<file path="config.mk">
export PLATFORM = sky130hd
export DESIGN_NAME = fifo_unpacker
export DESIGN_NICKNAME = d
export VERILOG_FILES = /design/src/rtl/fifo_pkg.sv /design/src/rtl/fifo_lane_sel.sv /design/src/rtl/fifo_unpacker.sv
export SDC_FILE = /design/constraint.sdc
export NUM_CORES = 1
export LEC_CHECK = 0
export BUFFER_PORTS_ARGS = -buffer_cell sky130_fd_sc_hd__buf_4
export CAP_MARGIN = 20
export CORE_ASPECT_RATIO = 1.25
export CORE_UTILIZATION = 45
export DETAILED_ROUTE_END_ITERATION = 7
export PLACE_DENSITY = 0.69
export SYNTH_ARGS = -nofsm -noshare
export SYNTH_HDL_FRONTEND = slang
export SYNTH_SLANG_ARGS = --single-unit
export TNS_END_PERCENT = 10
</file>
<file path="constraint.sdc">
create_clock -name clk -period 4.7 [get_ports clk]
set_clock_uncertainty 0.15 [all_clocks]
set_input_delay 0.94 -clock clk [delete_from_list [all_inputs] [get_ports clk]]
set_output_delay 0.94 -clock clk [all_outputs]
set_load 0.01 [all_outputs]
</file>
<file path="src/rtl/fifo_pkg.sv">
// Shared types and helpers for the FIFO block family (fifo_cnt and fifo_unpacker).
package fifo_pkg;

    // Default FIFO word width shared by the FIFO and its drain stages.
    localparam int FIFO_DATA_WIDTH = 32;

    // Unpacker control state: IDLE = no word held, BUSY = word held with lanes pending.
    typedef enum logic {
        IDLE = 1'b0,
        BUSY = 1'b1
    } unpack_state_e;

    // Number of output lanes carved out of one FIFO word.
    function automatic int lane_ratio(input int dw, input int ow);
        return dw / ow;
    endfunction

endpackage

</file>
<file path="src/rtl/fifo_lane_sel.sv">
// Pure combinational lane selector: picks lane idx_i out of word_i.
// MSB_FIRST=1 makes lane 0 the top slice of the word, MSB_FIRST=0 the bottom slice.
module fifo_lane_sel
    import fifo_pkg::*;
#(
    parameter int DATA_WIDTH = FIFO_DATA_WIDTH,
    parameter int OUT_WIDTH  = 8,
    parameter int MSB_FIRST  = 1,
    parameter int IDX_W      = 2
) (
    input  logic [DATA_WIDTH-1:0] word_i,
    input  logic [IDX_W-1:0]      idx_i,
    output logic [OUT_WIDTH-1:0]  lane_o
);

    localparam int RATIO = lane_ratio(DATA_WIDTH, OUT_WIDTH);

    // One-hot compare per lane; indices beyond RATIO-1 select zero.
    always_comb begin
        lane_o = '0;
        for (int i = 0; i < RATIO; i++) begin
            if (idx_i == IDX_W'(i)) begin
                if (MSB_FIRST != 0) begin
                    lane_o = word_i[DATA_WIDTH-1-i*OUT_WIDTH -: OUT_WIDTH];
                end else begin
                    lane_o = word_i[i*OUT_WIDTH +: OUT_WIDTH];
                end
            end
        end
    end

endmodule

</file>
<file path="src/rtl/fifo_unpacker.sv">
// FWFT FIFO drain stage: pops DATA_WIDTH words and streams them out as
// OUT_WIDTH lanes, one lane per cycle, back-to-back words without bubbles.
// Optional feature: define FIFO_UNPACKER_STAT_EN to add the saturating
// output-lane counter port lane_cnt.
module fifo_unpacker
    import fifo_pkg::*;
#(
    parameter int DATA_WIDTH = FIFO_DATA_WIDTH,
    parameter int OUT_WIDTH  = 8,
    parameter int MSB_FIRST  = 1
) (
    input  logic                  clk,
    input  logic                  rst,
    input  logic                  fifo_empty,
    input  logic [DATA_WIDTH-1:0] fifo_dout,
    output logic                  fifo_ren,
    output logic [OUT_WIDTH-1:0]  m_data,
    output logic                  m_valid,
    input  logic                  m_ready,
    output logic                  m_last
`ifdef FIFO_UNPACKER_STAT_EN
    ,
    output logic [31:0]           lane_cnt
`endif
);

    localparam int RATIO = lane_ratio(DATA_WIDTH, OUT_WIDTH);
    localparam int IDX_W = (RATIO > 1) ? $clog2(RATIO) : 1;

    generate
        if ((DATA_WIDTH % OUT_WIDTH) != 0 || RATIO < 2) begin : g_bad_cfg
            $error("fifo_unpacker: DATA_WIDTH must be a multiple of OUT_WIDTH with at least 2 lanes");
        end
    endgenerate

    unpack_state_e         state_q;
    logic [DATA_WIDTH-1:0] hold_q;
    logic [IDX_W-1:0]      idx_q;
    logic                  valid_q;
    logic                  last_lane;
    logic                  hshake;

    assign last_lane = (idx_q == IDX_W'(RATIO - 1));
    assign hshake    = valid_q && m_ready;

    // Pop when nothing is held, or when the final lane is consumed this cycle
    // so the next word loads without a bubble. Reset blocks any pop.
    assign fifo_ren = !rst && !fifo_empty &&
                      ((state_q == IDLE) || ((state_q == BUSY) && hshake && last_lane));

    // Control FSM: load word on pop, step through lanes on handshake, go idle when drained.
    always_ff @(posedge clk) begin
        if (rst) begin
            state_q <= IDLE;
            valid_q <= 1'b0;
            idx_q   <= '0;
            hold_q  <= '0;
        end else if (fifo_ren) begin
            state_q <= BUSY;
            valid_q <= 1'b1;
            idx_q   <= '0;
            hold_q  <= fifo_dout;
        end else if ((state_q == BUSY) && hshake) begin
            if (last_lane) begin
                state_q <= IDLE;
                valid_q <= 1'b0;
            end else begin
                idx_q <= idx_q + IDX_W'(1);
            end
        end
    end

    fifo_lane_sel #(
        .DATA_WIDTH (DATA_WIDTH),
        .OUT_WIDTH  (OUT_WIDTH),
        .MSB_FIRST  (MSB_FIRST),
        .IDX_W      (IDX_W)
    ) u_lane_sel (
        .word_i (hold_q),
        .idx_i  (idx_q),
        .lane_o (m_data)
    );

    assign m_valid = valid_q;
    assign m_last  = valid_q && last_lane;

`ifdef FIFO_UNPACKER_STAT_EN
    logic [31:0] lane_cnt_q;
    logic [31:0] lane_cnt_d;

    // Next count: +1 per output handshake, sticks at all-ones instead of wrapping.
    always_comb begin
        lane_cnt_d = lane_cnt_q;
        if (hshake && (lane_cnt_q != 32'hFFFF_FFFF)) begin
            lane_cnt_d = lane_cnt_q + 32'd1;
        end
    end

    // Lane counter register.
    always_ff @(posedge clk) begin
        if (rst) begin
            lane_cnt_q <= '0;
        end else begin
            lane_cnt_q <= lane_cnt_d;
        end
    end

    assign lane_cnt = lane_cnt_q;
`endif

endmodule
</file>
# After elaboration in Yosys (flattened, before gate mapping)
# Cells that the tools add are included.
op_classes:
  addsub: 1
  eq_ne: 3
  mux: 7
  n_bitwise: 2
  n_reduce_logical: 15
ops:
  columns: ["op", "n"]
  rows:
  - ["$mux 8", 4]
  - ["$logic_and 1x1->1", 6]
  - ["$eq 2x2->1 const B", 2]
  - ["$reduce_and 2->1", 2]
  - ["$reduce_bool 2->1", 2]
  - ["$mux 1", 3]
  - ["$add 2x1->2 const B", 1]
  - ["$eq 2x1->1 const B", 1]
  - ["$logic_not 1->1", 2]
  - ["$logic_not 2->1", 1]
  - ["$not 1->1", 2]
  - ["$reduce_or 2->1", 1]
  - ["$logic_or 1x1->1", 1]
word_totals:
  reg_bits: 35
  inputBits: 36
  wordCells: 31

# Depth between registers and ports, before layout
depth:
  depth_word: 7
  ltp_mapped: 7

# Hierarchy
# From an unflattened synthesis, not the netlist that was laid out.
hier_totals:
  hier_cells: 95
  hier_area_um2: 1368.8
by_module_without_submodules:
  columns: ["mod", "n_inst", "cells_per_inst", "area_per_inst_um2", "seq_area_each_um2"]
  rows:
  - ["fifo_unpacker", 1, 85, 1172.4, 700.7]
  - ["fifo_lane_sel", 1, 10, 196.4, 0.0]

# Worst setup path before layout
# No wires, ideal clock.
synth_timing:
  path_kind: "input-to-output"
  start: "input port m_ready"
  end: "output port fifo_ren"
  arrival_time_ns: 1.549
  required_time_ns: 3.610
  slack_ns: 2.061
  path_stages: 3
  path_buffers: 1
  path_cell_list: "a21bo_4 > nor3b_4 > buf_6"
synth_between:
  elab_chain_cells: 5
synth_rtl:
  columns: ["element", "line_no", "text"]
  rows:
  - ["start, declared", "fifo_unpacker.sv:19", "input logic m_ready,"]
  - ["$logic_and 1x1->1", "fifo_unpacker.sv:44", "assign hshake = valid_q && m_ready;"]
  - ["$logic_and 1x1->1 (2 in series)", "fifo_unpacker.sv:49", "((state_q == IDLE) || ((state_q == BUSY) && hshake && last_lane));"]
  - ["$logic_or 1x1->1", "fifo_unpacker.sv:49", null]
  - ["$logic_and 1x1->1", "fifo_unpacker.sv:48", "assign fifo_ren = !rst && !fifo_empty &&"]
  - ["end, declared", "fifo_unpacker.sv:16", "output logic fifo_ren,"]
# Every way passes these cells.

# Final worst setup path
layout_timing:
  start: "register idx_q[0]"
  end: "output port fifo_ren"
layout_between:
  elab_chain_cells: 4
layout_rtl:
  columns: ["element", "line_no", "text"]
  rows:
  - ["start, declared", "fifo_unpacker.sv:38", "logic [IDX_W-1:0] idx_q;"]
  - ["start signal, assigned", "fifo_unpacker.sv:68", "idx_q <= idx_q + IDX_W'(1);"]
  - ["$eq 2x2->1", "fifo_unpacker.sv:43", "assign last_lane = (idx_q == IDX_W'(RATIO - 1));"]
  - ["$logic_and 1x1->1", "fifo_unpacker.sv:49", null]
  - ["$logic_or 1x1->1", "fifo_unpacker.sv:49", null]
  - ["$logic_and 1x1->1", "fifo_unpacker.sv:48", null]
# Every way passes these cells.

==> flow_metrics.py <==
metrics = {
    "worst_setup_path": {
        "endpoint_kind": "output pin",
        "path_max_fanout": 33,
        "required_ps": 3610,
        "startpoint_type": "flip-flop",
        "critPathKind": "flip-flop to output pin",
        "critPathArrivalTime_ps": 2290,
    },
    "finish": {
        "nFillCells": 253,
        "fin_cells": 208,
        "multi_input_area_sq_um": 648.1,
        "finish.net_count": 211,
        "antenna_cells": 0,
        "final_util_pct": 61.47,
        "syn_to_final_growth_pct": 28.06,
        "seqCellArea_sq_um": 700.7,
        "drive_gt1_share_pct": 33.72,
    },
    "grt": {
        "grt_max_degree": 35,
        "grt_first_pass_wirelength_microns": 4926,
        "grt_usage_pct": 19.79,
        "grt_overflow": 0,
        "antenna_found_initial": 0,
        "first_global_vias": 1110,
    },
    "place": {
        "place.gp.congestion": 0.6746,
        "numPortBuffers": 46,
        "hpwl_microns": 2127,
        "placed_cells": 200,
    },
    "drt": {
        "drt-wirelength-per-cell_microns": 14.79,
        "drc_errors": 0,
        "drtIter0Drc": 62,
        "dr.pass1.iters": 4,
        "vias": 1140,
        "wirelength_microns": 3076,
        "via_per_inst": 5.481,
        "final_antenna_net_count": 0,
    },
    "run_status": {
        "status": "completed",
    },
    "floorplanning": {
        "core-area_sq_um": 3000,
        "die_w_microns": 52.60,
        "rows": 22,
        "dieArea_sq_um": 3432,
        "ios": 47,
        "initial_core_util_pct": 48.00,
        "die_h_microns": 65.25,
    },
    "cts": {
        "insertion_delay_ps": 330,
        "ctsHoldBuffers": 0,
        "path_clk_slew_ps": 100,
        "ctsResizeCount": 0,
        "clockBufferDepth": 2,
        "postCtsSetupRepairBufs": 0,
        "cts_buffers": 5,
        "cts_tree": "yes",
        "h-tree-depth": 2,
        "clock_sinks": 35,
        "root_buffer": "clkbuf_4",
    },
    "min_path": {
        "hold_path_class": "flip-flop to flip-flop",
    },
    "synth": {
        "synth.area.top_cells": "dfxtp_1, a22o_1, a221oi_1",
        "yosysTopAreaCell": "dfxtp_1",
        "yosysUniqueCellTypes": 20,
        "yosys_warnings": 0,
        "yosys.area.top_type_share_pct": 48.65,
        "syn_nets": 168,
        "ys_seq_area_share_pct": 48.65,
        "ys_ff_latch": 35,
        "syn_area_sq_um": 1440,
        "synthCells": 128,
        "syn_avg_cell_area_sq_um": 11.25,
    },
    "timing": {
        "drv_slew": 0,
        "slew_headroom_pct": 43.51,
        "fin_crit_sh_pct": 71.81,
        "setup_tns_ps": 0,
        "max_freq_mhz": 296.3,
        "finalSetupViolations": 0,
        "period_needed_ps": 3375,
        "worst_slew_pin_slew_ps": 845.5,
        "rsz0062_at_grt": "false",
        "hold_viol_final": 0,
    },
    "power_and_ir_drop": {
        "p_clk_share_pct": 35.6,
        "p_int_mw": 0.4889,
        "seq_power_share_pct": 51.3,
        "p_sw_share_pct": 22.70,
        "combPwrFrac_pct": 13.1,
        "p_per_area_nw_per_um2": 342.9,
        "ir_drop_mv": 0.3649,
        "p_leak_nw": 0.8060,
        "p_switching_mw": 0.1436,
    },
    "run": {
        "max_cap_violations": 0,
    },
}
## power groups by stage
stage	Sequential, mW	Combinational, mW	Clock [mW]
after detailed placement	0.331	0.0836	0
after floorplan	0.328	0.0468	0
after global placement	0.331	0.0816	0
after CTS	0.325	0.0838	0.230
after global routing	0.327	0.0902	0.246
final	0.325	0.0829	0.225
## stage by stage
step | power (mW) | hold slack [ps] | worst slack [ps] | instance area, sq um
2_1_floorplan | 0.3752 | 292.0 | 2061 | 1440
3_3_place_gp | 0.4122 | 307.3 | 1753 | 1758
3_5_place_dp | 0.4145 | 308.9 | 1691 | 1758
4_1_cts | 0.6378 | 338.2 | 1306 | 1844
5_1_grt | 0.6633 | 355.7 | 1132 | 1844
6_report | 0.6324 | 334.4 | 1325 | 1844
## synthesized netlist by cell type (all sizes together)
master and instances:
nor3b 1, a21oi 2, a221oi 8, a22o 32, dfxtp 35, and2 2
nand2 8, clkbuf 2, buf 9, inv 3, xnor2 1, ha 4
nor2b 10, nand3b 1, a21bo 1, mux2i 1, o31ai 8
## state kept, by name, indices dropped and copies added (netlist names)
name	flops
hold_q	32
idx_q	2
m_valid	1
## final timing paths
path	cells past startpoint	slack, ps	to	start
setup / recovery	5	1320	fifo_ren	idx_q[0]
setup reg to reg	4	2470	hold_q[21]	idx_q[0]
hold / removal	1	330	hold_q[2]	hold_q[2]
hold reg to reg	1	330	hold_q[2]	hold_q[2]
## critical path, stage by stage, from the launching register on
cell	delay [ps]
dfxtp_1	410
ha_1	590
a21bo_4	240
nor3b_4	170
buf_4	350
buf_4	190
## metal layers
metal	track usage (%)	vias up	wire (microns)
met5	0	-	0
met4	5.921	0	39
met3	7.639	4	212
met2	29.59	41	1370
met1	26.04	519	1454
li1	-	576	-
## cells in the final DEF (no fill, tap or decap)
master,synthesis,layout
bufinv_16,0,1
nand2_1,8,8
inv_1,3,3
and2_1,2,2
a22o_1,32,32
nor2b_1,10,10
ha_1,4,4
nor3b_4,1,1
a21oi_1,1,1
o31ai_1,8,8
mux2i_1,1,1
a21bo_4,1,1
buf_4,1,47
dfxtp_1,35,35
nand3b_1,1,1
clkbuf_4,0,5
clkinv_2,0,1
xnor2_1,1,1
a21oi_4,1,1
clkbuf_8,0,1
a221oi_1,8,8
## final cells by class
cell class                 count  share of cell area, %
inverter                       3                 0.6106
timing repair buffer          47                  19.13
sequential                    35                  37.99
multi-input combinational     79                  35.14
clock inverter                 2                  1.900
tap                           36                  2.442
clock buffer                   6                  2.782
## logic make-up (layout without fill, tap and decap cells)
group           Yosys count  in the layout  synth area share (%)
flops                    35             35                 48.65
simple gates             22             22                 9.123
mux                       1              1                0.6951
buf+inv                  14             58                 6.342
xor+xnor                  1              1                0.6083
fa+ha+maj                 4              4                 3.475
compound gates           51             51                 31.10
Note: power is estimated with default switching activity, not from simulation.
